**config.mk**
```make
export PLATFORM = sky130hd
export DESIGN_NAME = uart_tx_ctrl
export DESIGN_NICKNAME = d
export VERILOG_FILES = /design/src/rtl/uart_tx_ctrl.sv
export SDC_FILE = /design/constraint.sdc
export NUM_CORES = 1
export LEC_CHECK = 0
export ABC_AREA = 1
export CAP_MARGIN = 20
export CORE_UTILIZATION = 54
export DETAILED_ROUTE_END_ITERATION = 8
export GPL_TIMING_DRIVEN = 0
export PLACE_DENSITY = 0.82
export SKIP_LAST_GASP = 1
export SYNTH_ARGS = -nofsm -noshare
export SYNTH_HDL_FRONTEND = slang
export SYNTH_SLANG_ARGS = --single-unit
```
**constraint.sdc**
```tcl
create_clock -name CLK -period 4.96 [get_ports CLK]
set_input_delay 0.744 -clock CLK [delete_from_list [all_inputs] [get_ports CLK]]
set_output_delay 0.744 -clock CLK [all_outputs]
set_load 0.02 [all_outputs]
```
**src/rtl/uart_tx_ctrl.sv**
```systemverilog
// UART transmit frame sequencer: accepts a word on valid/busy and steps the TX mux
// through start, LSB-first data, optional parity and stop, one bit per CLK.
module uart_tx_ctrl #(
    parameter int DATA_WIDTH = 8,
    parameter int CNT_WIDTH  = $clog2(DATA_WIDTH)
) (
    input  logic                  CLK,
    input  logic                  RST,
    input  logic [DATA_WIDTH-1:0] P_DATA,
    input  logic                  Data_Valid,
    input  logic                  PAR_EN,
    input  logic                  PAR_TYP,
    output logic [1:0]            mux_sel,
    output logic                  ser_data,
    output logic                  PAR_BIT,
    output logic                  busy
);

    localparam logic [2:0] S_IDLE   = 3'd0;
    localparam logic [2:0] S_START  = 3'd1;
    localparam logic [2:0] S_DATA   = 3'd2;
    localparam logic [2:0] S_PARITY = 3'd3;
    localparam logic [2:0] S_STOP   = 3'd4;

    localparam logic [1:0] MUX_START = 2'b00;
    localparam logic [1:0] MUX_STOP  = 2'b01;
    localparam logic [1:0] MUX_DATA  = 2'b10;
    localparam logic [1:0] MUX_PAR   = 2'b11;

    localparam logic [CNT_WIDTH-1:0] CNT_LAST = CNT_WIDTH'(DATA_WIDTH - 1);

    logic [2:0]            state_q, state_d;
    logic [CNT_WIDTH-1:0]  cnt_q, cnt_d;
    logic [DATA_WIDTH-1:0] data_q, data_d;
    logic                  par_en_q, par_en_d;
    logic                  par_bit_q, par_bit_d;
    logic [1:0]            mux_sel_q, mux_sel_d;
    logic                  ser_data_q, ser_data_d;
    logic                  busy_q, busy_d;

    // Next-state and datapath latching
    always_comb begin
        state_d   = state_q;
        cnt_d     = cnt_q;
        data_d    = data_q;
        par_en_d  = par_en_q;
        par_bit_d = par_bit_q;
        case (state_q)
            S_IDLE: begin
                cnt_d = '0;
                if (Data_Valid) begin
                    data_d    = P_DATA;
                    par_en_d  = PAR_EN;
                    // Parity type only matters here, so it is folded into PAR_BIT at accept
                    par_bit_d = PAR_TYP ^ (^P_DATA);
                    state_d   = S_START;
                end
            end
            S_START: begin
                cnt_d   = '0;
                state_d = S_DATA;
            end
            S_DATA: begin
                if (cnt_q == CNT_LAST) begin
                    cnt_d   = '0;
                    state_d = par_en_q ? S_PARITY : S_STOP;
                end else begin
                    cnt_d = cnt_q + 1'b1;
                end
            end
            S_PARITY: state_d = S_STOP;
            S_STOP:   state_d = S_IDLE;
            default: begin
                cnt_d   = '0;
                state_d = S_IDLE;
            end
        endcase
    end

    // Outputs are decoded from the next state so they line up with the state they describe
    always_comb begin
        mux_sel_d  = MUX_STOP;
        busy_d     = 1'b1;
        ser_data_d = 1'b0;
        case (state_d)
            S_IDLE:   busy_d    = 1'b0;
            S_START:  mux_sel_d = MUX_START;
            S_DATA: begin
                mux_sel_d  = MUX_DATA;
                ser_data_d = data_d[cnt_d];
            end
            S_PARITY: mux_sel_d = MUX_PAR;
            S_STOP:   mux_sel_d = MUX_STOP;
            default:  busy_d    = 1'b0;
        endcase
    end

    always_ff @(posedge CLK or posedge RST) begin
        if (RST) begin
            state_q    <= S_IDLE;
            cnt_q      <= '0;
            data_q     <= '0;
            par_en_q   <= 1'b0;
            par_bit_q  <= 1'b0;
            mux_sel_q  <= MUX_STOP;
            ser_data_q <= 1'b0;
            busy_q     <= 1'b0;
        end else begin
            state_q    <= state_d;
            cnt_q      <= cnt_d;
            data_q     <= data_d;
            par_en_q   <= par_en_d;
            par_bit_q  <= par_bit_d;
            mux_sel_q  <= mux_sel_d;
            ser_data_q <= ser_data_d;
            busy_q     <= busy_d;
        end
    end

    assign mux_sel  = mux_sel_q;
    assign ser_data = ser_data_q;
    assign PAR_BIT  = par_bit_q;
    assign busy     = busy_q;

endmodule

```
# Word-level counts from Yosys, hierarchy flattened
# Index checks and enable logic that the tools add are counted.
# W data, S select, Z words.
dict set report totals {
  input_bits 13
  word_cells 38
  register_bits 20
}
dict set report classes {
  mux 13
  addsub 1
  n_reduce_logical 5
  n_eq_ne 9
  order_cmp 1
  bitwise_logic 1
}
# cell count
set op_table {}
lappend op_table {{$mux W8} 2}
lappend op_table {{$eq A3 B2 Y1 const B} 4}
lappend op_table {{$mux W3} 4}
lappend op_table {{$pmux W3 S4} 1}
lappend op_table {{$eq A3 B3 Y1 const B} 3}
lappend op_table {{$reduce_xor A8 Y1} 1}
lappend op_table {{$eq A3 B1 Y1 const B} 2}
lappend op_table {{$pmux W2 S3} 1}
lappend op_table {{$pmux W3 S2} 1}
lappend op_table {{$lt A3 B4 Y1 const B} 1}
lappend op_table {{$reduce_or A4 Y1} 1}
lappend op_table {{$add A3 B1 Y3 const B} 1}
lappend op_table {{$bmux W1 S3} 1}
lappend op_table {{$logic_not A3 Y1} 1}
lappend op_table {{$mux W1} 3}
lappend op_table {{$reduce_and A2 Y1} 1}
lappend op_table {{$reduce_or A2 Y1} 1}
lappend op_table {{$xor A1 B1 Y1} 1}

# Longest topological paths before layout
# Gate-level depths: netlist of run 1.
dict set report logic_depth {
  ltp_word 6
  depth_mapped 12
  ltp_nobuf 11
}

# Worst setup path before layout of run 1
# OpenSTA, ideal clock, no wires.
dict set report synth_timing {
  path_kind {input port to flip-flop}
  from {input port Data_Valid}
  to {register ser_data_q (netlist: ser_data)}
  n_path_buf 1
  stages 10
  arrival_ns 1.579
  path_slack_ns 3.262
  cell_sequence {inv_1 nor2_4 nand2_1 buf_4 nand2_1 nand2_1 nand2_1 nand3_1 a21oi_1 nor2_1}
}
dict set report synth_via {
  elab_chain_cells 5
  elab_cells_between_ends 8
  cone_classes {eq/ne: 1; mux: 7}
}
# item line
set synth_lines {}
lappend synth_lines {{start, declared} 10} ;# input logic Data_Valid,
lappend synth_lines {{$mux W8} 51} ;# if (Data_Valid) begin
lappend synth_lines {{$mux W8} 48} ;# case (state_q)
lappend synth_lines {{via data_d[5]} 34} ;# logic [DATA_WIDTH-1:0] data_q, data_d;
lappend synth_lines {{$bmux W1 S3} 90} ;# ser_data_d = data_d[cnt_d];
lappend synth_lines {{$mux W1 (implied by the code)} 90}
lappend synth_lines {{$mux W1} 85} ;# case (state_d)
lappend synth_lines {{via ser_data_d} 38} ;# logic ser_data_q, ser_data_d;
lappend synth_lines {{end signal, assigned} 115} ;# ser_data_q <= ser_data_d;
lappend synth_lines {{end, declared} 38}
# The timed path passes the listed nets, and every way through them passes these cells. The select of a mux whose other input is x is not followed.
# A chain may end at the register's enable or synchronous reset.

# Final worst setup path of run 1
dict set report layout_timing {
  from {register mux_sel_q[0] (netlist: mux_sel[0])}
  to {output port mux_sel[0]}
}
# item line
set layout_lines {}
lappend layout_lines {{start, declared} 37} ;# logic [1:0] mux_sel_q, mux_sel_d;
lappend layout_lines {{start signal, assigned} 114} ;# mux_sel_q <= mux_sel_d;
lappend layout_lines {{end, declared} 13} ;# output logic [1:0] mux_sel,
# No word-level cell between the ends.

==> impl_summary.md, run 1 <==
Status
The run finished with clean final reports.

Power and ir drop
The fraction of power consumed by combinational cells is between 40% and 50%. The total leakage power is 0.6414 nW. In this run the power density over the cells is ~570 nW/um^2. The design draws 0.7080 mW. The switching fraction of total power is 41.80%.

Across the VDD grid, the largest voltage drop is roughly 0.37 mV. Of the total power, the clock network draws 13.8%. Sequential cells burn between 30% and 40% of the power. Cell internal power was estimated by the tool at 0.4121 mW. The analysis attributes to net switching a power of 0.2960 mW.

Detailed routing
The first-pass detailed-route iteration total is 4. In the routed design, unresolved DRC markers number 0. The average vias per placed instance is 5.105.

The routed layout has 878 vias. The count of nets left with antenna violations after detail routing is 0. The number of violations reported at the end of detailed-routing iteration 0 is 27. The routed design has 2101 um of wire. After detailed routing, the average wire length per cell comes to 12.22 um.

CTS
The number of buffers created by CTS is 3. The cell chosen for the clock root is sky130_fd_sc_hd__clkbuf_4. The total setup buffers inserted after CTS is 0.

The count of instances resized after the clock tree is built is 0. After clock tree synthesis, the clock-pin slew on the worst setup and hold paths is 120 ps. The tree built by TritonCTS fans out to 20 sinks. The maximum buffer depth of the clock tree is 2.

The clock tree from TritonCTS is done. CTS built an H-tree with a depth of 1. The clock insertion delay at the later pin of the skew report is 310 ps. The post-cts hold buffer count is 0.

Worst setup path
For this run, the slowest stage of the critical path takes 600 ps. The critical path goes through clkdlybuf4s50_1. The destination of the worst register-to-register timing path is ser_data.

The worst flop-to-flop path startpoint is cnt_q[0]. Among all stages on the critical path, the largest delay is contributed by sky130_fd_sc_hd__clkdlybuf4s50_1. The most critical setup path has its endpoint at mux_sel[0]. The depth of the worst register-to-register path is 11. Together, buffers and inverters on the worst path number 1.

STA puts the critical path data required time at between 4000 and 5000 ps. The data arrival time of the worst path is 1430 ps. STA classifies the critical path endpoint as an output pin. Across all register-to-register paths, the minimum setup slack is roughly 3100 ps. The origin of the worst setup path is mux_sel[0]. The kind of launch point of the worst setup path is a flip-flop. The maximum fanout count along the critical path is 1. The type of the setup path with the least slack is flip-flop to output pin. In this run the number of cells on the critical path is 1. Broken down by cell family, the worst path's largest delay share belongs to buffers and inverters.

Logic synthesis
The share of Yosys cell area claimed by the top area cell type is 46.86%. The number of enable flip-flop cells after synthesis is 0. The post-synthesis instance total is about 130. The register bit count reported by yosys is 20.

The library cell with the largest summed area after synthesis is sky130_fd_sc_hd__dfrtp_1. Synthesis instantiated 20 different standard cells from the library. The mean area per synthesized cell is 8.053 um^2. The sequential fraction of the synthesis area is between 40% and 50%. Sorting the synthesized cells by area gives the leading types as sky130_fd_sc_hd__dfrtp_1 (47%), sky130_fd_sc_hd__nand2_1 (16%), sky130_fd_sc_hd__nand3_1 (9.9%). The mapped cell area is 1015 um^2. The share of flip-flops with an asynchronous set or reset is between 90% and 100%. The count of yosys warnings during synthesis is 0. In the synthesized netlist, the cells that appear most often are sky130_fd_sc_hd__nand2_1 (43), sky130_fd_sc_hd__nand3_1 (20), sky130_fd_sc_hd__dfrtp_1 (19), sky130_fd_sc_hd__inv_1 (13), sky130_fd_sc_hd__nor2_1 (10).

Yosys instantiated no cell more often than sky130_fd_sc_hd__nand2_1. Counting every net in the synthesized netlist gives 141. For this run, the leading register cell type out of synthesis is sky130_fd_sc_hd__dfrtp_1.

STA
Setup repair after global routing left no endpoint under its margin. In this run the tightest slew margin relative to its limit is 50.32%. Timing would allow up to 0.4604 GHz.

For the pin with the worst max-slew slack, the measured transition is 744.4 ps. The number of hold-slack violations in the final timing report is 0. The max-slew violation count is 0.

Across the routed clock network, the largest skew measured is ~7 ps. Summed over all failing endpoints, the final setup total negative slack is 0 ps. Setup violations remaining at the end of the flow were counted as 0. After layout, the worst path uses 43.79% of the clock period. The worst path in the final design needs a cycle of around 2200 ps, including I/O delays and setup.

The worst hold slack is about 490 ps.

Min path
The path class of the lowest-slack min-delay path is flip-flop to flip-flop. The worst hold path was traced through 2 stages.

Floorplan
From left edge to right edge, the die measures between 40 and 50 um. The vertical die dimension is between 40 and 50 um. The total area inside the core boundary comes to roughly 1700 um^2. The initial core utilization is 58.14%. The row count is 15. The die covers 2057 um^2. The I/O pin count is 18.

GRT
For this run, the total global-route usage over all layers was measured as 24.06%. Entering global routing, the biggest net connects 21 pins. The global-route wire length before repair is 3484 um. The number of antenna violations at the first check in global routing is 0. The remaining global-route overflow is 0. The via count of the first global-routing pass is 805.

Place
At the end of routability-driven placement, the weighted congestion stood at 0.8667. After legalization and detailed placement, the total HPWL measured 1596 um. Buffers placed on the I/O ports in this run total 17. The total cell area at the placement stage is 1216 um^2.

Cells and area
The number of inserted diodes is 0. From synthesis to final layout, the design area changed by 23.43%. In the final design database the tool counted 163 nets. The post-route netlist has 8.163% of its cells at a drive strength greater than 1.

The final instance area is between 1000 and 1500 um^2. The filler cells instantiated in the layout total 150.

Run
The max-capacitance violation count is 0.
layout make-up:
cell class / count / area, um^2 / share of cell area (%)
repair buffers: 17 / 170.2 / 13.59
well taps: 25 / 31.28 / 2.498
plain buffers: 2 / 15.01 / 1.199
clock buffers: 4 / 36.28 / 2.897
multi-input cells: 91 / 449.2 / 35.86
inverters: 13 / 48.80 / 3.896
flip-flops and latches: 20 / 501.7 / 40.06
per-layer routing:
layer,wire (um),track usage (%)
met3,62,2.800
met2,1053,42.32
met1,948,30.18
met5,0,0
met4,36,9.091
cells in the final DEF (no fill, tap or decap):
cell / n
sky130_fd_sc_hd__nand3_1: 20
sky130_fd_sc_hd__nor3_2: 1
sky130_fd_sc_hd__nand3_2: 1
sky130_fd_sc_hd__clkdlybuf4s50_1: 17
sky130_fd_sc_hd__o21ai_1: 2
sky130_fd_sc_hd__nor2_1: 10
sky130_fd_sc_hd__o22ai_1: 1
sky130_fd_sc_hd__dfrtp_1: 19
sky130_fd_sc_hd__nor2_4: 1
sky130_fd_sc_hd__clkbuf_4: 3
sky130_fd_sc_hd__dfstp_2: 1
sky130_fd_sc_hd__nand3b_1: 1
sky130_fd_sc_hd__xnor2_1: 4
sky130_fd_sc_hd__xor2_1: 1
sky130_fd_sc_hd__or2_2: 1
sky130_fd_sc_hd__a21oi_1: 1
sky130_fd_sc_hd__nand2_2: 1
sky130_fd_sc_hd__clkbuf_8: 1
sky130_fd_sc_hd__buf_4: 2
sky130_fd_sc_hd__ha_1: 2
sky130_fd_sc_hd__o32ai_1: 1
sky130_fd_sc_hd__nand2_1: 43
sky130_fd_sc_hd__inv_1: 13
cell families after synthesis:
logic type	after synthesis	share of synthesized area [%]
compound gates	5	2.959
fa+ha+maj	2	2.466
xor+xnor	5	4.315
flops	20	49.45
buf+inv	15	6.288
simple gates	79	34.53
per-stage QoR:
step,setup WS (ps),utilization (%),instances
5_1_grt,2755,71.76,172
2_1_floorplan,3262,-,126
3_5_place_dp,2597,69.68,168
3_3_place_gp,2645,69.68,168
4_1_cts,2783,71.76,172
6_report,2788,71.76,172
worst min-delay path by stage:
| stage | start | to | slack, ps |
|---|---|---|---|
| global placement | data_q[5] | data_q[5] | 460 |
| finish | data_q[5] | data_q[5] | 490 |
| detailed placement | data_q[0] | data_q[0] | 460 |
| global route | data_q[5] | data_q[5] | 500 |
| floorplan | data_q[0] | data_q[0] | 440 |
| CTS | data_q[0] | data_q[0] | 480 |
power groups by stage:
stage / registers [mW] / logic [mW] / clock network (mW)
5_1_grt: 0.280 / 0.379 / 0.102
4_1_cts: 0.273 / 0.339 / 0.0964
2_1_floorplan: 0.292 / 0.215 / 0
3_5_place_dp: 0.276 / 0.337 / 0
3_3_place_gp: 0.274 / 0.324 / 0
6_report: 0.273 / 0.337 / 0.0977
registers in the layout (all words and copies together), names as in the netlist:
signal / count
state_q: 3
busy: 1
mux_sel: 2
ser_data: 1
par_en_q: 1
data_q: 8
PAR_BIT: 1
cnt_q: 3
(Power assumes the default switching activity.)
==> inputs of run 2 (changes only) <==
Settings changed: CORE_UTILIZATION 54 to 46, PLACE_DENSITY 0.82 to 0.74.
Clock period 4.96 ns to 1.8 ns, I/O delays scaled along.
==> impl_summary.md, run 2 (synthesized netlist as in run 1, its figures left out) <==
Power and ir drop
The net switching power of the design was 0.8615 mW (+190%). The switching fraction of total power came to 43.02% (+1.2 points). The cell area power density was 1565 nW/um^2 (+180%). The internal portion of total power came to 1.141 mW (+180%). The sequential share of power is 38.0% (-0.5 points). The fraction of power consumed by combinational cells is 50.4% (+2.7 points). The total leakage power came to 0.6502 nW (+1.4%). The maximum resistive drop on vdd came to 1.277 mV (+250%). The share of power burned in the clock network is 11.6% (-2.2 points). The sum of internal, switching and leakage power is 2.003 mW (+180%).

Worst setup path
The cell that appears most often on the critical path is sky130_fd_sc_hd__nand2_1. The data arrival time of the worst path is 1960 ps (+530 ps). The worst flop-to-flop path startpoint is cnt_q[0]. The worst register-to-register path ends at ser_data. The maximum fanout count along the critical path is 5 (+4). The data required time at the worst endpoint was 2060 ps (-2160 ps). STA classifies the critical path endpoint as a flip-flop.

The kind of launch point of the worst setup path is a flip-flop. The reg-to-reg setup timing slack is 90 ps (-3020 ps). The slowest cell on the critical path is sky130_fd_sc_hd__dfrtp_1. The type of the setup path with the least slack is flip-flop to flip-flop.

The depth of the worst register-to-register path is 11 (unchanged). The stage delay of the slowest cell on the critical path came to 420 ps (-180 ps). Traced cell by cell, the critical path runs through ha_1, ha_1, nor2_2, nand3_4, nand2_4, nand2_1, nand3_1, nand2_1, nand2_1, nand2_1, nor2_1.

Cells and area
The area growth from synthesis to layout is 26.14%. The largest registers in the layout are data_q: 8 flops, cnt_q: 3 flops, state_q: 3 flops. The proportion of layout cells with a drive suffix above 1 is 10.07% (+1.9 points). The final net count is 165 (+1.2%).

The area of the multi-input gates is 469.2 um^2 (+4.5%). The area of all sequential standard cells is 501.7 um^2 (unchanged). The post-layout instance count excluding filler cells is 176 (+2.3%). The flip-flop count of the largest register, all copies and words added is 8 (unchanged). The fill cell instance count of the final layout is 175 (+17%).

The number of inserted diodes is 0 (unchanged). The register with the most flip-flops is data_q. Leaving out fill and tap cells, the most frequent cell in the layout is sky130_fd_sc_hd__nand2_1. Leaving out fill and tap cells, the most frequent cells in the layout are sky130_fd_sc_hd__nand2_1 (43), sky130_fd_sc_hd__dfrtp_1 (19), sky130_fd_sc_hd__nand3_1 (19).

Floorplan
The placeable core region is 2022 um^2 (+16%). The I/O pin count is 18 (unchanged). The initial core utilization is 50.19% (-8.0 points). The row count is 16 (+1). The overall die area is 2398 um^2 (+17%). The vertical die dimension is 48.97 um (+8.0%).

The width of the die is 48.97 um (+8.0%).

Detailed routing
The detail-routed net length per standard cell is 12.76 um (+4.4%). The count of nets left with antenna violations after detail routing was 0 (unchanged). The aggregate routed wire length is 2245 um (+6.9%). The average vias per placed instance is 5.006 (-1.9%). The number of violations reported at the end of detailed-routing iteration 0 was 23 (-15%).

The DRC violation count after routing is 0 (unchanged). The first-pass detailed-route iteration total was 7 (+3). The total via count in the routed design is 881 (+0.34%).

CTS
The CTS sink count is 20 (unchanged). The clock insertion delay at the later pin of the skew report is 320 ps (about the same). TritonCTS built the clock tree.

The clock-pin slew on the worst setup and hold paths is 120 ps (about the same). The maximum buffer depth of the clock tree came to 2 (unchanged). The number of H-tree levels is 1 (unchanged). The post-cts hold buffer count is 0 (unchanged).

The tree is rooted in a sky130_fd_sc_hd__clkbuf_4. The number of buffers created by CTS is 3 (unchanged).

STA
The worst path in the final design needs a cycle of roughly 1700 ps, including I/O delays and setup. The transition time at the pin with the least slew margin is 730.4 ps (-14.00 ps). The number of hold-slack violations in the final timing report is 0 (unchanged).

The setup TNS is 0 ps (unchanged). The max-slew violation count is 0 (unchanged). Dividing the final minimum period by the clock period gives 94.74%.

The final-report setup violation count is 0 (unchanged). The tightest slew margin relative to the limit is 51.25% (+0.93 points). The largest clock skew in the final design was 9.331 ps (+2.210 ps). The worst setup slack after layout is 94.59 ps (-2693 ps). The maximum clock frequency is between 0.5 and 0.6 GHz.

GRT
The remaining global-route overflow came to 0 (unchanged). The maximum number of pins on one net before global-route repair is 21 (unchanged). The via count of the first global-routing pass came to 872 (+8.3%). The global-route usage over all layers is 20.41% (-3.6 points). The number of antenna violations at the first check in global routing was 0 (unchanged). The global-route wire length before repair was 3698 um (+6.1%).

Place
The number of placed cells counting well taps is 170 (+1.2%). The count of buffers from port buffering is 17 (unchanged). The final RePlAce weighted congestion came to 0.8295 (-4.3%).

The placed wire-length estimate after detailed placement came to 1587 um (-0.54%). The worst setup timing slack at the placement stage came to -61.89 ps (-2659 ps).

Min path
The path class of the tightest hold or removal check is input port to asynchronous set/reset pin.

Status
The run finished with clean final reports.

Run
The max-capacitance violation count is 0 (unchanged).
## run 2: through the flow
step | utilization [%] | hold WS, ps | cell area [um^2]
global route | 63.30 | 449.7 | 1280
finish | 63.30 | 358.5 | 1280
CTS | 61.57 | 399.3 | 1245
floorplan | - | 233.1 | 1015
detailed placement | 60.27 | 456.6 | 1219
global placement | 60.27 | 454.6 | 1219
## run 2: layout make-up
type,count,share of cell area [%]
sequential,20,39.20
tap,27,2.639
clock buffer,4,2.053
multi-input combinational,91,36.66
buffer,2,1.173
timing repair buffer,19,14.47
inverter,13,3.812
## run 2: power groups by stage
stage | combinational, mW | clock, mW | sequential [mW]
6_report | 1.01 | 0.232 | 0.761
4_1_cts | 0.932 | 0.232 | 0.755
3_3_place_gp | 0.892 | 0 | 0.757
3_5_place_dp | 0.926 | 0 | 0.765
5_1_grt | 1.11 | 0.251 | 0.784
2_1_floorplan | 0.593 | 0 | 0.806
## run 2: critical path: cells and delay by family (launching register included)
kind / cells / cell delay (ps)
flops: 1 / 420
simple gates: 9 / 760
fa+ha+maj: 2 / 450
## run 2: repair_timing
action / CTS / global route
setup endpoints to repair: 0 / 2
buffers inserted: 0 / 2
endpoints found under the hold margin: 0 / 0
gates resized for setup: 0 / 4
## run 2: per-layer routing
| metal | routed length [um] | up-vias | track usage (%) |
|---|---|---|---|
| met1 | 979 | 405 | 25.66 |
| met4 | 53 | 0 | 11.76 |
| met2 | 1113 | 28 | 32.41 |
| met3 | 98 | 5 | 4.361 |
| li1 | - | 443 | - |
| met5 | 0 | - | 0 |
## run 2: worst max-delay path by stage
stage	start	endpoint	slack [ps]	depth (start not counted)
finish	cnt_q[0]	ser_data	90	11
global route	cnt_q[0]	ser_data	-6	11
CTS	cnt_q[0]	ser_data	40	11
detailed placement	Data_Valid	ser_data	-60	11
global placement	Data_Valid	ser_data	-30	11
floorplan	cnt_q[0]	ser_data	240	11
==> inputs of run 3 (changes only) <==
Settings changed: CORE_UTILIZATION 46 to 54, DONT_BUFFER_PORTS set to 1, PLACE_DENSITY 0.74 to 0.72.
==> impl_summary.md, run 3 (synthesized netlist as in run 1, its figures left out) <==
GRT
The remaining global-route overflow is 0 (unchanged). The maximum number of pins on one net before global-route repair is 21 (unchanged). The via count of the first global-routing pass is 662 (-24%). The global-route wire length before repair was 2863 um (-23%). The number of antenna violations at the first check in global routing came to 0 (unchanged). The global-route usage over all layers is 19.95% (-0.47 points).

Worst setup path
The kind of cell with the highest combined delay on the critical path is simple AND/OR/NAND/NOR gates. In this run the critical register-to-register path is captured at ser_data. The data arrival time of the worst path is 1890 ps (-70 ps). The worst setup path is captured at a flip-flop.

The kind of launch point of the worst setup path is a flip-flop. Traced cell by cell, the critical path runs through ha_1, ha_2, nor2_1, nand3_2, nand2_4, buf_4, nand2_1, nand3_1, a21oi_1, nor2_1. The worst register-to-register path begins at cnt_q[0]. The reg-to-reg setup timing slack is 130 ps (+40 ps). The depth of the worst register-to-register path is 10 (-1). The slowest stage of the critical path is the sky130_fd_sc_hd__dfrtp_1 cell.

The data required time at the worst endpoint is 2030 ps (-30 ps). The most repeated library cell on the critical path is sky130_fd_sc_hd__nor2_1. The maximum fanout count along the critical path was 5 (unchanged).

The number of buffers and inverters on the critical path was 1 (+1). The stage delay of the slowest cell on the critical path was 420 ps (about the same). By startpoint and endpoint, the worst setup path is classified as flip-flop to flip-flop.

STA
The largest clock skew in the final design is 2.826 ps (-6.505 ps). The max-slew violation count is 0 (unchanged). The maximum clock frequency was 0.6006 GHz (+2.4%). The transition time at the pin with the least slew margin was 736.4 ps (+6.028 ps). The final-report setup violation count is 0 (unchanged). The worst hold slack came to 84.03 ps (-274.5 ps). The final critical-path share of the clock period came to 92.50% (-2.2 points). The tightest slew margin relative to the limit came to 50.85% (-0.40 points).

The setup TNS was 0 ps (unchanged). The number of hold-slack violations in the final timing report is 0 (unchanged). The shortest period the worst path allows is 1665 ps (-40.37 ps).

Cells and area
The flip-flop count of the largest register, all copies and words added came to 8 (unchanged). In the layout the commonest cells are sky130_fd_sc_hd__nand2_1 (43), sky130_fd_sc_hd__dfrtp_1 (19), sky130_fd_sc_hd__nand3_1 (19). The register with the most flip-flops is data_q. The final net count came to 149 (-9.7%).

The most frequent standard cell in the layout excluding fill and tap cells is sky130_fd_sc_hd__nand2_1. The area growth from synthesis to layout is 10.36%. The largest registers in the layout are data_q: 8 flops, cnt_q: 3 flops, state_q: 3 flops. The proportion of layout cells with a drive suffix above 1 was 12.03% (+2.0 points). The number of inserted diodes is 0 (unchanged). The fill cell instance count of the final layout came to 147 (-16%).

Min path
The path class of the tightest hold or removal check is input port to flip-flop. The worst hold path passes through 2 cells. The path with the worst hold slack has its endpoint at par_en_q. In this run the most critical hold path is launched from PAR_EN.

Place
The count of buffers from port buffering was 0 (-17). The placed wire-length estimate after detailed placement came to 1376 um (-13%). The final RePlAce weighted congestion is 0.7900 (-4.8%).

Floorplan
The vertical die dimension is 45.35 um (-7.4%). The row count was 15 (-1). The I/O pin count is 18 (unchanged). The placeable core region is 1745 um^2 (-14%).

The initial core utilization is 58.14% (+8.0 points). The width of the die is 45.35 um (-7.4%). The overall die area is 2057 um^2 (-14%).

Power and ir drop
The maximum resistive drop on vdd came to 0.9040 mV (-29%). The total leakage power is 0.5895 nW (-9.3%). The sum of internal, switching and leakage power is 1.858 mW (-7.2%).

The cell area power density is 1659 nW/um^2 (+6.1%).

Detailed routing
The count of nets left with antenna violations after detail routing is 0 (unchanged). The total via count in the routed design is 812 (-7.8%). The number of violations reported at the end of detailed-routing iteration 0 is 29 (+26%). The aggregate routed wire length came to 1800 um (-20%). The first-pass detailed-route iteration total is 4 (-3). The detail-routed net length per standard cell came to 11.39 um (-11%). The DRC violation count after routing is 0 (unchanged). The average vias per placed instance is 5.139 (+2.7%).

CTS
TritonCTS built the clock tree. The clock-pin slew on the worst setup and hold paths is 110 ps (about the same). The CTS sink count is 20 (unchanged). The number of buffers created by CTS was 3 (unchanged). The number of H-tree levels is 1 (unchanged). The cell chosen for the clock root is sky130_fd_sc_hd__clkbuf_4. The clock insertion delay at the later pin of the skew report was 290 ps (-30 ps). The maximum buffer depth of the clock tree is 2 (unchanged).

Run
The max-capacitance violation count was 0 (unchanged).

Status
The flow ran to the end, and the final reports show no timing, DRC or antenna violations.
[run 3: cell types whose count changed in the layout (fill, tap and decap cells not counted), sizes merged]
| cell | delta |
|---|---|
| clkdlybuf4s50 | -17 |
| dlygate4sd3 | +1 |
[run 3: area by class of cell]
| type | instances | area, um^2 | share of cell area [%] |
|---|---|---|---|
| multi-input cells | 91 | 461.7 | 41.23 |
| repair buffers | 3 | 25.02 | 2.235 |
| clock buffers | 4 | 36.28 | 3.240 |
| well taps | 25 | 31.28 | 2.793 |
| inverters | 13 | 48.80 | 4.358 |
| plain buffers | 2 | 15.01 | 1.341 |
| flip-flops and latches | 20 | 501.7 | 44.80 |
[run 3: metal layers]
| layer | global-route usage (%) | share of wire (%) | up-vias | routed length, um |
|---|---|---|---|---|
| li1 | - | - | 413 | - |
| met1 | 27.74 | 49 | 378 | 876 |
| met2 | 28.99 | 46 | 19 | 831 |
| met3 | 5.200 | 4.3 | 2 | 77 |
| met4 | 9.091 | 0.78 | 0 | 14 |
| met5 | 0 | 0 | - | 0 |
[run 3: report_power, final]
part / switching [mW] / internal [mW]
clock network: 0.126 / 0.123
logic: 0.489 / 0.298
registers: 0.169 / 0.653
total: 0.784 / 1.07
[run 3: metrics by stage]
stage / util (%) / area, um^2 / worst slack (ps) / std cells
3_3_place_gp: 59.93 / 1046 / 104.2 / 151
5_1_grt: 64.16 / 1120 / -16.93 / 158
2_1_floorplan: - / 1015 / 236.6 / 126
6_report: 64.16 / 1120 / 135.0 / 158
3_5_place_dp: 59.93 / 1046 / 78.05 / 151
4_1_cts: 62.58 / 1092 / 42.69 / 156
[run 3: how the worst max path moves through the flow]
stage,start,cells after the start,to
3_5_place_dp,cnt_q[0],11,ser_data
5_1_grt,cnt_q[0],11,ser_data
2_1_floorplan,cnt_q[0],11,ser_data
4_1_cts,cnt_q[0],11,ser_data
6_report,cnt_q[0],10,ser_data
3_3_place_gp,cnt_q[0],11,ser_data
[run 3: what timing repair did]
item,4_1_cts,5_1_grt
gates resized for setup,0,3
hold endpoints to repair,19,0
setup buffers,0,2
setup endpoints to repair,0,2
hold buffers,1,0
